`src/rtl/l1i_mau_if.sv`:
```
// L1I refill unit bus bundle: cache-side line request/ack and memory-side beat
// request/response. The slave modport is the refill unit's view.
interface l1i_mau_if #(
  parameter int ADDR_WIDTH = 32,
  parameter int DATA_WIDTH = 32,
  parameter int LINE_SIZE  = 256
);
  logic                  mau_req_val;
  logic [ADDR_WIDTH-1:0] mau_req_addr;
  logic                  mau_req_ack;
  logic [LINE_SIZE-1:0]  mau_ack_data;

  logic                  mem_req_val;
  logic [ADDR_WIDTH-1:0] mem_req_addr;
  logic                  mem_req_ack;
  logic                  mem_rsp_val;
  logic [DATA_WIDTH-1:0] mem_rsp_data;

  // Environment side: the L1I cache plus the memory bus.
  modport master (
    output mau_req_val, mau_req_addr, mem_req_ack, mem_rsp_val, mem_rsp_data,
    input  mau_req_ack, mau_ack_data, mem_req_val, mem_req_addr
  );

  modport slave (
    input  mau_req_val, mau_req_addr, mem_req_ack, mem_rsp_val, mem_rsp_data,
    output mau_req_ack, mau_ack_data, mem_req_val, mem_req_addr
  );
endinterface

```
`src/rtl/l1i_mau.sv`:
```
// L1I refill unit: splits a line fill into DATA_WIDTH beat reads and returns the
// assembled line. Optional last-line reuse is enabled by L1I_MAU_LINE_BUF_EN.
module l1i_mau #(
  parameter int ADDR_WIDTH = 32,
  parameter int DATA_WIDTH = 32,
  parameter int LINE_SIZE  = 256
) (
  input  logic         clk,
  input  logic         rst,
  l1i_mau_if.slave     bus
);

  localparam int BEATS   = LINE_SIZE / DATA_WIDTH;
  localparam int BEAT_W  = $clog2(BEATS);
  localparam int CNT_W   = BEAT_W + 1;
  localparam int OFF_W   = $clog2(LINE_SIZE / 8);
  localparam int BYTE_SH = $clog2(DATA_WIDTH / 8);

  localparam logic [CNT_W-1:0]      BEATS_C  = CNT_W'(BEATS);
  localparam logic [CNT_W-1:0]      LAST_C   = CNT_W'(BEATS - 1);
  localparam logic [ADDR_WIDTH-1:0] OFF_MASK = ADDR_WIDTH'((64'd1 << OFF_W) - 64'd1);

  localparam logic [1:0] ST_IDLE = 2'd0;
  localparam logic [1:0] ST_BUSY = 2'd1;
  localparam logic [1:0] ST_ACK  = 2'd2;

  logic [1:0]            state_q,   state_d;
  logic [ADDR_WIDTH-1:0] base_q,    base_d;
  logic [CNT_W-1:0]      req_cnt_q, req_cnt_d;
  logic [CNT_W-1:0]      rsp_cnt_q, rsp_cnt_d;
  logic [LINE_SIZE-1:0]  line_q,    line_d;

  logic                  req_pending;
  logic                  req_fire;
  logic [CNT_W-1:0]      req_issued;
  logic                  rsp_fire;
  logic                  rsp_last;
  logic [ADDR_WIDTH-1:0] req_line_addr;
  logic                  hit;

  assign req_line_addr = bus.mau_req_addr & ~OFF_MASK;

  assign req_pending = (state_q == ST_BUSY) && (req_cnt_q < BEATS_C);
  assign req_fire    = req_pending && bus.mem_req_ack;
  // A beat accepted this very cycle may already have its response on the bus.
  assign req_issued  = req_cnt_q + CNT_W'(req_fire);
  assign rsp_fire    = (state_q == ST_BUSY) && bus.mem_rsp_val && (rsp_cnt_q < req_issued);
  assign rsp_last    = rsp_fire && (rsp_cnt_q == LAST_C);

`ifdef L1I_MAU_LINE_BUF_EN
  logic valid_q, valid_d;
  assign hit = valid_q && (req_line_addr == base_q);
`else
  assign hit = 1'b0;
`endif

  assign bus.mem_req_val  = req_pending;
  assign bus.mem_req_addr = req_pending ? base_q + (ADDR_WIDTH'(req_cnt_q) << BYTE_SH) : '0;
  assign bus.mau_req_ack  = (state_q == ST_ACK);
  assign bus.mau_ack_data = line_q;

  always_comb begin
    // NOTE: every variable gets a default first so no path infers a latch.
    state_d   = state_q;
    base_d    = base_q;
    req_cnt_d = req_cnt_q;
    rsp_cnt_d = rsp_cnt_q;
`ifdef L1I_MAU_LINE_BUF_EN
    valid_d   = valid_q;
`endif
    case (state_q)
      ST_IDLE: begin
        if (bus.mau_req_val) begin
          if (hit) begin
            state_d = ST_ACK;
          end else begin
            state_d   = ST_BUSY;
            base_d    = req_line_addr;
            req_cnt_d = '0;
            rsp_cnt_d = '0;
`ifdef L1I_MAU_LINE_BUF_EN
            // Buffer contents are about to be overwritten beat by beat.
            valid_d   = 1'b0;
`endif
          end
        end
      end
      ST_BUSY: begin
        if (req_fire) req_cnt_d = req_cnt_q + 1'b1;
        if (rsp_fire) rsp_cnt_d = rsp_cnt_q + 1'b1;
        if (rsp_last) begin
          state_d = ST_ACK;
`ifdef L1I_MAU_LINE_BUF_EN
          valid_d = 1'b1;
`endif
        end
      end
      ST_ACK:  state_d = ST_IDLE;
      default: state_d = ST_IDLE;
    endcase
  end

  always_comb begin
    line_d = line_q;
    for (int k = 0; k < BEATS; k++) begin
      if (rsp_fire && (rsp_cnt_q[BEAT_W-1:0] == BEAT_W'(k))) begin
        line_d[k*DATA_WIDTH +: DATA_WIDTH] = bus.mem_rsp_data;
      end
    end
  end

  always_ff @(posedge clk or posedge rst) begin
    if (rst) begin
      // NOTE: non-blocking assignments for all state so every register samples pre-edge values.
      state_q   <= ST_IDLE;
      base_q    <= '0;
      req_cnt_q <= '0;
      rsp_cnt_q <= '0;
      // NOTE: the line buffer is reset, unlike a typical RAM, because it drives mau_ack_data directly.
      line_q    <= '0;
`ifdef L1I_MAU_LINE_BUF_EN
      valid_q   <= 1'b0;
`endif
    end else begin
      state_q   <= state_d;
      base_q    <= base_d;
      req_cnt_q <= req_cnt_d;
      rsp_cnt_q <= rsp_cnt_d;
      line_q    <= line_d;
`ifdef L1I_MAU_LINE_BUF_EN
      valid_q   <= valid_d;
`endif
    end
  end

endmodule

```
`src/flat_wrapper.sv`:
```
// flat-port wrapper written by rule: the top's interface ports become plain ports
module l1i_mau_flat 
#(
  parameter int ADDR_WIDTH = 32,
  parameter int DATA_WIDTH = 32,
  parameter int LINE_SIZE  = 256
)
  (clk, rst, bus_mau_req_val, bus_mau_req_addr, bus_mem_req_ack, bus_mem_rsp_val, bus_mem_rsp_data, bus_mau_req_ack, bus_mau_ack_data, bus_mem_req_val, bus_mem_req_addr);
  l1i_mau_if #(.ADDR_WIDTH(ADDR_WIDTH), .DATA_WIDTH(DATA_WIDTH), .LINE_SIZE(LINE_SIZE)) bus_i ();
  input  logic clk;
  input  logic rst;
  input wire logic [$bits(bus_i.mau_req_val)-1:0] bus_mau_req_val;
  input wire logic [$bits(bus_i.mau_req_addr)-1:0] bus_mau_req_addr;
  input wire logic [$bits(bus_i.mem_req_ack)-1:0] bus_mem_req_ack;
  input wire logic [$bits(bus_i.mem_rsp_val)-1:0] bus_mem_rsp_val;
  input wire logic [$bits(bus_i.mem_rsp_data)-1:0] bus_mem_rsp_data;
  output wire logic [$bits(bus_i.mau_req_ack)-1:0] bus_mau_req_ack;
  output wire logic [$bits(bus_i.mau_ack_data)-1:0] bus_mau_ack_data;
  output wire logic [$bits(bus_i.mem_req_val)-1:0] bus_mem_req_val;
  output wire logic [$bits(bus_i.mem_req_addr)-1:0] bus_mem_req_addr;
  assign bus_i.mau_req_val = bus_mau_req_val;
  assign bus_i.mau_req_addr = bus_mau_req_addr;
  assign bus_i.mem_req_ack = bus_mem_req_ack;
  assign bus_i.mem_rsp_val = bus_mem_rsp_val;
  assign bus_i.mem_rsp_data = bus_mem_rsp_data;
  assign bus_mau_req_ack = bus_i.mau_req_ack;
  assign bus_mau_ack_data = bus_i.mau_ack_data;
  assign bus_mem_req_val = bus_i.mem_req_val;
  assign bus_mem_req_addr = bus_i.mem_req_addr;
  l1i_mau #(.ADDR_WIDTH(ADDR_WIDTH), .DATA_WIDTH(DATA_WIDTH), .LINE_SIZE(LINE_SIZE)) u_core (.clk(clk), .rst(rst), .bus(bus_i));
endmodule
```
`config.mk`:
```
export PLATFORM = sky130hd
export DESIGN_NAME = l1i_mau_flat
export DESIGN_NICKNAME = d
export VERILOG_FILES = /design/src/rtl/l1i_mau_if.sv /design/src/rtl/l1i_mau.sv /design/src/flat_wrapper.sv
export SDC_FILE = /design/constraint.sdc
export NUM_CORES = 1
export LEC_CHECK = 0
export CAP_MARGIN = 20
export CORE_AREA = 2 2 164 150
export DETAILED_ROUTE_END_ITERATION = 7
export DIE_AREA = 0 0 166 152
export PLACE_DENSITY = 0.85
export REMOVE_ABC_BUFFERS = 1
export SLEW_MARGIN = 20
export SYNTH_ARGS = -nofsm -noshare
export SYNTH_HDL_FRONTEND = slang
export SYNTH_SLANG_ARGS = --single-unit
```
`constraint.sdc`:
```
create_clock -name clk -period 20.1 [get_ports clk]
set_input_delay 4.02 -clock clk [delete_from_list [all_inputs] [get_ports clk]]
set_output_delay 4.02 -clock clk [all_outputs]
set_load 0.01 [all_outputs]
```
==> flow_summary.toml, run 1 <==
[synth]
ys_top_cells_by_count = "dfrtp_1 (293), mux2_1 (256), nand2_1 (92)"
avgSynthCellArea_um2 = 14.05
synth.top_cell.area_share_pct = 61.81
synthArstFlopShare_pct = 100.0
synth_edf_count = 0
ys_types = 36
synth_area_leaders = "dfrtp_1 (62%), mux2_1 (24%), nand2_1 (2.9%), ha_1 (1.5%), buf_2 (1.1%)"
syn_area_um2 = 11860
synth_top_area_cell = "dfrtp_1"
synth_most_common_cell = "dfrtp_1"
ys_ff_latch = 293
synthCells = 844
synth-seq-area-share_pct = 61.81
synth_flop_cell = "dfrtp_1"
yosys_warnings = 0

[cells_and_area]
syn_to_final_growth_pct = 41.32
nFillCells = 1554
ff_latch_area_um2 = 7332
fin_nets = 1282
num_antenna_cells = 0
layout-drive-gt1-share_pct = 6.460
final_cell_area_um2 = 16760
multi_input_area_um2 = 4317

[clocking]
post_cts_resized = 0
cts_buffers = 30
insertion_delay_ns = 0.55
clock-sinks = 293
root_buffer = "clkbuf_16"
cts_hold_buf = 0
cts_tree = "yes"
path_clk_slew_ns = 0.06
h-tree-depth = 1
cts.path.max_buffers = 3
post_cts_buffers = 0

[floorplan]
dieArea_um2 = 25230
die_w_um = 166
die_height_um = 152
num_io_pins = 359
num_rows = 54
fp.coreArea_um2 = 23720
initial_core_util_pct = 50.02

[sta]
setup_viol = 0
setup_ws_ns = 12.90
rsz0062_at_grt = "false"
fin_crit_sh_pct = 35.81
hold_viol = 0
finalCriticalPeriod_ns = 7.197
relSlewSlack_pct = 28.25
final.setup.tns_ns = 0
finClkSkew_ns = 0.009576
clock.fmax_ghz = 0.1389
worst_pin_slew_ns = 1.074
slew_violations = 0

[hold_path]
hold_depth = 1
hp-class = "reg -> reg"

[power]
irDropWorstVdd_v = 0.0001058
pwr-share-clk_pct = 20.7
p_sw_share_pct = 32.97
switching_power_uw = 939.8
seqPwrFrac_pct = 36.7
power.leakage_nw = 7.511
internal-power_mw = 1.911
combPwrFrac_pct = 42.6
p_per_area_nw_per_um2 = 170.1

[route]
routedWlPerCell_um = 21.36
viasPerCell = 5.368
drc = 0
drt-pass1-iter-count = 4
via_count = 8219
drtAntennaViolNets = 0
routed_wl_um = 32700
drtIter0Drc = 650

[global_routing]
overflow = 0
grt_start_max_net_pins = 89
antenna_found_initial = 0
grt_pass1_wl_um = 50870
grt_usage_pct = 25.66
grt_pass1_vias = 8606

[placement]
place_area_um2 = 15660
port_buffers = 351
place_hpwl_um = 22200
dpl_worst_slack_ns = 12.38
gp_congestion = 0.8530

[job]
cap_violations = 0

[setup_path]
worstSetupEndpointType = "output pin"
start_kind = "flop"
arrival_ns = 3.18
worst-path-max-fanout = 9
crit_type = "reg -> out"
r2r_cells = 14
required_ns = 16.08

[outcome]
status = "complete, no violations"
-- critical path, stage by stage, from the launching register on --
cell and delay [ns]:
dfrtp_1 0.41, ha_1 0.23, ha_1 0.22, and3_1 0.30
nand3_2 0.21, or4_1 0.52, a21oi_1 0.17, clkdlybuf4s50_1 0.57
-- flip-flops by register name, indices dropped and copies added (netlist names) --
| signal | count |
|---|---|
| u_core.state_q | 2 |
| u_core.rsp_cnt_q | 4 |
| u_core.base_q | 27 |
| u_core.req_cnt_q | 4 |
| u_core.bus.mau_ack_data | 256 |
-- cells by family (layout without fill, tap and decap cells) --
group	after synthesis	in the layout	share of synthesized area, %
XOR/XNOR	14	14	1.034
AO/OA/AOI/OAI	39	39	1.973
buffers and inverters	50	428	1.920
AND/OR/NAND/NOR	176	176	7.363
other	1	2	0.03162
multiplexers	257	257	24.39
adder cells (fa/ha/maj)	14	14	1.477
flip-flops	293	293	61.81
-- layer usage --
metal	GRT usage, %	vias up	share of wire (%)
li1	-	3675	-
met1	32.68	4190	41
met2	42.90	268	50
met3	5.053	86	5.1
met4	11.35	0	4.7
met5	0	-	0
-- per-stage QoR --
step	hold WS (ns)	util, %	total power [mW]	cells
finish	0.4881	70.68	2.850	1531
global placement	0.4636	66.04	2.224	1474
floorplan	0.4497	-	1.518	805
global route	0.5007	70.68	2.999	1531
detailed placement	0.4799	66.04	2.272	1474
CTS	0.4932	70.54	2.874	1530
-- layout make-up --
| cell class | count | share of cell area (%) |
|---|---|---|
| Clock inverter | 14 | 1.075 |
| Sequential cell | 293 | 43.74 |
| Inverter | 10 | 0.2687 |
| Timing Repair Buffer | 362 | 21.57 |
| Clock buffer | 42 | 5.292 |
| Multi-Input combinational cell | 502 | 25.75 |
| Tap cell | 308 | 2.299 |
-- power by group through the flow --
| stage | registers, mW | clock network, mW | logic (mW) |
|---|---|---|---|
| floorplan | 1.14 | 0 | 0.379 |
| global placement | 1.03 | 0 | 1.19 |
| detailed placement | 1.05 | 0 | 1.22 |
| CTS | 1.04 | 0.600 | 1.23 |
| global route | 1.08 | 0.627 | 1.29 |
| finish | 1.04 | 0.591 | 1.21 |
-- placed cells by master (no fill, tap or decap), types with 3 or more instances in the layout --
cell and instances:
clkdlybuf4s50_1 351, dfrtp_1 293, mux2_1 256, nand2_1 90, clkbuf_16 31, nand3_1 16, a21oi_1 14, nor2_1 14
ha_1 14, xor2_1 11, o31ai_1 10, buf_4 10, o21ai_0 9, nand3_2 8, or3_1 8, nand4_1 7
or4_1 7, clkbuf_8 7, clkinv_2 7, inv_1 6, and2_1 6, and4_1 5, clkbuf_1 4, bufinv_16 4
inv_2 3, and3_1 3, xnor2_1 3
-- final timing paths --
check                                             from                           end  slack [ns]
max                                u_core.req_cnt_q[3]          bus_mem_req_addr[27]       12.90
min                        u_core.bus.mau_ack_data[76]   u_core.bus.mau_ack_data[76]        0.49
max reg2reg                          u_core.state_q[1]  u_core.bus.mau_ack_data[171]       15.43
min reg2reg                u_core.bus.mau_ack_data[76]   u_core.bus.mau_ack_data[76]        0.49
max in group asynchronous                          rst   u_core.bus.mau_ack_data[77]       13.29
min in group asynchronous                          rst   u_core.bus.mau_ack_data[87]        3.95
Note: power is estimated with default switching activity, not from simulation.
==> run 2: changes to the inputs <==
--- a/config.mk
+++ b/config.mk
@@ -6,10 +6,10 @@
 export NUM_CORES = 1
 export LEC_CHECK = 0
 export CAP_MARGIN = 20
-export CORE_AREA = 2 2 164 150
+export CORE_AREA = 2 2 171 156
 export DETAILED_ROUTE_END_ITERATION = 7
-export DIE_AREA = 0 0 166 152
-export PLACE_DENSITY = 0.85
+export DIE_AREA = 0 0 173 158
+export PLACE_DENSITY = 0.79
 export REMOVE_ABC_BUFFERS = 1
 export SLEW_MARGIN = 20
 export SYNTH_ARGS = -nofsm -noshare
==> constraint.sdc (replaced) <==
create_clock -name clk -period 6.85 [get_ports clk]
set_input_delay 1.37 -clock clk [delete_from_list [all_inputs] [get_ports clk]]
set_output_delay 1.37 -clock clk [all_outputs]
set_load 0.01 [all_outputs]
==> run 2 against run 1 <==
Compared with the run above: clock power increased to 2.9 times the previous value; clock skew grew 0.0013 ns; global-route usage shrank 2.0 points; via count is essentially flat; non-clock buffer count shrank 1; sequential share of layout area is essentially flat; power rose to 2.9 times the previous value; sequential power grew to 2.9 times the previous value; combinational power rose to 2.9 times the previous value; register-to-register slack got worse by 13 ns; first-iteration DRC count is 29% lower; highest routed layer unchanged; wire length barely moved.
==> flow_summary.toml, run 2 (synthesis results as in run 1) <==
[hold_path]
hold_depth = 1
hp-class = "reg -> reg"
hp-start = "u_core.bus.mau_ack_data[49]"

[setup_path]
worstSetupEndpointType = "flop"
critPathLaunch = "u_core.state_q[1]"
start_kind = "flop"
r2r-end = "u_core.bus.mau_ack_data[131]"
path_delay_family = "simple AND/OR/NAND/NOR gates"
crit_end = "u_core.bus.mau_ack_data[131]"
worst-path-max-fanout = 25
arrival_ns = 5.25
path_cells = "nand2b_1 > or2_1 > inv_2 > nand2_1 > inv_2 > ha_1 > ha_1 > inv_1 > ha_1 > nor3b_1 > o211a_2 > nand3_2 > buf_4 > mux2_1"
required_ns = 7.27
cp_common_cell = "ha_1"
crit_slowest_cell = "or2_1"
r2r_cells = 14
slowest_delay_ns = 0.74
regToRegStartpoint = "u_core.state_q[1]"
rrSetupSlack_ns = 2.02
critPathBufInv = 4
crit_type = "reg -> reg"
cp.depth = 14

[clocking]
insertion_delay_ns = 0.55
post_cts_buffers = 0
clock-sinks = 293
root_buffer = "clkbuf_16"
cts.path.max_buffers = 3
h-tree-depth = 1
cts_hold_buf = 0
cts_buffers = 30
post_cts_resized = 0
cts_tree = "yes"
path_clk_slew_ns = 0.06

[placement]
gp_congestion = 0.8712
port_buffers = 351
place_hpwl_um = 22260
placed_cells = 1514
place_area_um2 = 15730

[global_routing]
antenna_found_initial = 0
overflow = 0
grt_start_max_net_pins = 122
grt_most_used_layer = "met2"
gr-usage-met2_pct = 40.99
met3_usage_pct = 4.923
grtUsageMet1_pct = 30.13
grt_pass1_wl_um = 50030
grt_usage_pct = 23.62
grt_pass1_vias = 8233

[sta]
relSlewSlack_pct = 39.61
worst_pin_slew_ns = 0.9058
clock.fmax_ghz = 0.2069
setup_viol = 0
hold_viol = 0
fin_crit_sh_pct = 70.56
finClkSkew_ns = 0.01090
rsz0062_at_grt = "false"
finalCriticalPeriod_ns = 4.833
final.setup.tns_ns = 0
slew_violations = 0

[power]
irDropWorstVdd_v = 0.0002827
p_total_mw = 8.337
power.leakage_nw = 7.488
p_per_area_nw_per_um2 = 496.8

[route]
drc = 0
via_count = 8216
routed_wl_um = 32670
drtIter0Drc = 459
routedWlPerCell_um = 20.84
viasPerCell = 5.240
drt-pass1-iter-count = 5
drtAntennaViolNets = 0

[cells_and_area]
fin_util_pct = 65.44
fin_nets = 1281
layout_commonest_cell = "clkdlybuf4s50_1"
nFillCells = 1939
largest_register_ffs = 256
syn_to_final_growth_pct = 41.48
final_cell_area_um2 = 16780
num_antenna_cells = 0
final_cell_count_no_fill = 1568
final_cell_mix = "clkdlybuf4s50_1 (351), dfrtp_1 (293), mux2_1 (256)"
layout-drive-gt1-share_pct = 6.230

[floorplan]
die_height_um = 158
num_io_pins = 359
dieArea_um2 = 27330
initial_core_util_pct = 46.25
fp.coreArea_um2 = 25640
die_w_um = 173
num_rows = 56

[outcome]
status = "complete, no violations"

[job]
cap_violations = 0
## run 2: routing by layer
layer / share of wire, % / vias up
met2: 51 / 263
li1: - / 3678
met3: 5.4 / 56
met4: 2.6 / 0
met5: 0 / -
met1: 41 / 4219
## run 2: area by class of cell
type | count | area, µm² | area share (%)
inverters | 10 | 45.04 | 0.2684
clock buffers | 41 | 863.3 | 5.145
repair buffers | 361 | 3601 | 21.46
clock inverters | 13 | 190.2 | 1.133
multi-input cells | 502 | 4314 | 25.71
flip-flops and latches | 293 | 7332 | 43.69
well taps | 348 | 435.4 | 2.595
## run 2: stage by stage
step                      setup WS [ns]  hold WS, ns
after detailed placement          1.892       0.4719
after CTS                         2.043       0.4866
after floorplan                  -2.611       0.4497
after global routing              1.659       0.4965
final                             2.017       0.4865
after global placement            1.973       0.4674
## run 2: worst reg2reg max path: cells and delay by family (launching register included)
kind / cells / cell delay [ns]
simple gates: 5 / 2.10
mux: 1 / 0.38
compound gates: 1 / 0.38
buf+inv: 4 / 0.82
flops: 1 / 0.38
fa+ha+maj: 3 / 0.64
## run 2: worst min path at each step
stage / slack, ns / end
CTS: 0.49 / u_core.base_q[5]
global placement: 0.47 / u_core.base_q[5]
floorplan: 0.45 / u_core.base_q[5]
global route: 0.50 / u_core.bus.mau_ack_data[110]
finish: 0.49 / u_core.bus.mau_ack_data[49]
detailed placement: 0.47 / u_core.base_q[5]
## run 2: report_power, final
part / switching [mW] / total, mW / internal, mW / leakage (nW)
clock: 0.665 / 1.73 / 1.06 / 0.526
combinational: 1.55 / 3.56 / 2.01 / 3.30
sequential: 0.507 / 3.05 / 2.55 / 3.66
total: 2.72 / 8.34 / 5.62 / 7.49
==> run 3: changes to the inputs <==
--- a/config.mk
+++ b/config.mk
@@ -6,10 +6,10 @@
 export NUM_CORES = 1
 export LEC_CHECK = 0
 export CAP_MARGIN = 20
-export CORE_AREA = 2 2 171 156
+export CORE_AREA = 2 2 179 163
 export DETAILED_ROUTE_END_ITERATION = 7
-export DIE_AREA = 0 0 173 158
-export PLACE_DENSITY = 0.79
+export DIE_AREA = 0 0 181 165
+export PLACE_DENSITY = 0.76
 export REMOVE_ABC_BUFFERS = 1
 export SLEW_MARGIN = 20
 export SYNTH_ARGS = -nofsm -noshare
==> constraint.sdc (replaced) <==
create_clock -name clk -period 4.4 [get_ports clk]
set_input_delay 0.88 -clock clk [delete_from_list [all_inputs] [get_ports clk]]
set_output_delay 0.88 -clock clk [all_outputs]
set_load 0.01 [all_outputs]
==> run 3 against run 2 <==
Compared with the run above: non-clock buffer count is 14 higher; worst setup slack got worse by 1.7 ns; clock power up 41%; design area is 0.31% higher; die area increased by 9.3%; combinational power increased by 56%; hold slack better by 0.0014 ns; clock skew shrank 0.0038 ns; wire length down 0.97%; power up 53%.
==> flow_summary.toml, run 3 (synthesis results as in run 1) <==
[clocking]
cts_buffers = 30
cts.path.max_buffers = 3
cts_hold_buf = 0
cts_tree = "yes"
clock-sinks = 293
path_clk_slew_ns = 0.06
root_buffer = "clkbuf_16"
h-tree-depth = 1
post_cts_buffers = 0
insertion_delay_ns = 0.54

[outcome]
status = "complete, no violations"

[cells_and_area]
layout_commonest_cell = "clkdlybuf4s50_1"
layout-drive-gt1-share_pct = 6.585
fin_nets = 1295
largest_register_ffs = 256
syn_to_final_growth_pct = 41.91
final_cell_mix = "clkdlybuf4s50_1 (351), dfrtp_1 (293), mux2_1 (256)"

[setup_path]
worstSetupEndpointType = "output pin"
arrival_ns = 3.18
required_ns = 3.52
r2r-end = "u_core.bus.mau_ack_data[111]"
worst-path-max-fanout = 9
regToRegStartpoint = "u_core.state_q[1]"
start_kind = "flop"
crit_type = "reg -> out"
rrSetupSlack_ns = 0.85
r2r_cells = 14

[sta]
relSlewSlack_pct = 56.41
rsz0062_at_grt = "false"
clock.fmax_ghz = 0.2464
finClkSkew_ns = 0.007059
fin_crit_sh_pct = 92.25
setup_viol = 0
finalCriticalPeriod_ns = 4.059
worst_pin_slew_ns = 0.6539
hold_viol = 0
slew_violations = 0
whs_ns = 0.4879
setup_ws_ns = 0.3412

[floorplan]
die_height_um = 165
fp.coreArea_um2 = 27870
dieArea_um2 = 29870
num_rows = 58
die_w_um = 181
num_io_pins = 359
initial_core_util_pct = 42.56

[power]
power.leakage_nw = 7.502
p_sw_share_pct = 32.77
pwr-share-clk_pct = 19.1
p_total_mw = 12.77
seqPwrFrac_pct = 37.3
switching_power_mw = 4.184
internal-power_mw = 8.584
p_per_area_nw_per_um2 = 758.5
combPwrFrac_pct = 43.6
irDropWorstVdd_v = 0.0004429

[route]
via_count = 8148
drt-pass1-iter-count = 6
drc = 0
drtAntennaViolNets = 0
routed_wl_um = 32360
viasPerCell = 5.121
drtIter0Drc = 426
routedWlPerCell_um = 20.34

[job]
cap_violations = 0

[placement]
gp_congestion = 0.8663
place_hpwl_um = 22720
port_buffers = 351
dpl_worst_slack_ns = 0.4447

[hold_path]
hp-start = "u_core.bus.mau_ack_data[131]"
hold_end = "u_core.bus.mau_ack_data[131]"
hold_depth = 1
hp-class = "reg -> reg"

[global_routing]
grt_start_max_net_pins = 94
grt_usage_pct = 21.51
overflow = 0
antenna_found_initial = 1
grt_pass1_vias = 8442
grt_pass1_wl_um = 49910
run 3: through the flow:
stage | std cells | area, µm² | utilization (%) | TNS, ns
after global routing | 1591 | 16830 | 60.40 | 0
after CTS | 1590 | 16820 | 60.36 | 0
final | 1591 | 16830 | 60.40 | 0
after floorplan | 805 | 11670 | - | -1339.23
after detailed placement | 1540 | 15880 | 56.97 | 0
after global placement | 1539 | 15860 | 56.92 | 0
run 3: area by class of cell:
cell class / count / area [µm²]
fill: 2211 / 11030
inverter: 10 / 45.04
timing repair buffer: 375 / 3739
clock buffer: 48 / 909.6
multi-input combinational: 502 / 4319
antenna: 1 / 2.502
tap: 360 / 450.4
clock inverter: 2 / 35.03
sequential: 293 / 7332
run 3: what timing repair did:
action	CTS	global route
gates resized for setup	0	1
endpoints found under the setup margin	0	1
hold endpoints to repair	0	0
run 3: how the worst max path moves through the flow:
| stage | from | end | slack [ns] |
|---|---|---|---|
| global placement | bus_mem_req_ack | u_core.bus.mau_ack_data[123] | 0.53 |
| global route | u_core.req_cnt_q[3] | bus_mem_req_addr[27] | 0.13 |
| detailed placement | bus_mem_req_ack | u_core.bus.mau_ack_data[118] | 0.44 |
| CTS | u_core.req_cnt_q[3] | bus_mem_req_addr[31] | 0.19 |
| finish | u_core.req_cnt_q[3] | bus_mem_req_addr[27] | 0.34 |
| floorplan | rst | u_core.base_q[10] | -4.57 |
run 3: per-layer routing:
layer	GRT usage (%)	vias up	wire length, µm
li1	-	3699	-
met1	26.86	4110	13280
met2	36.84	263	15810
met3	4.763	76	1974
met4	8.352	0	1295
met5	0	-	0
run 3: critical path, stage by stage, from the launching register on:
cell,delay [ns]
dfrtp_1,0.41
ha_1,0.22
ha_1,0.21
and3_1,0.30
nand3_2,0.22
or4_1,0.52
a21oi_1,0.21
clkdlybuf4s50_1,0.57
run 3: power by group through the flow:
stage          logic (mW)  registers (mW)  clock network (mW)
2_1_floorplan        1.73            5.20                   0
5_1_grt              5.94            4.94                2.63
3_5_place_dp         5.63            4.79                   0
6_report             5.57            4.76                2.44
4_1_cts              5.65            4.76                2.51
3_3_place_gp         5.53            4.71                   0
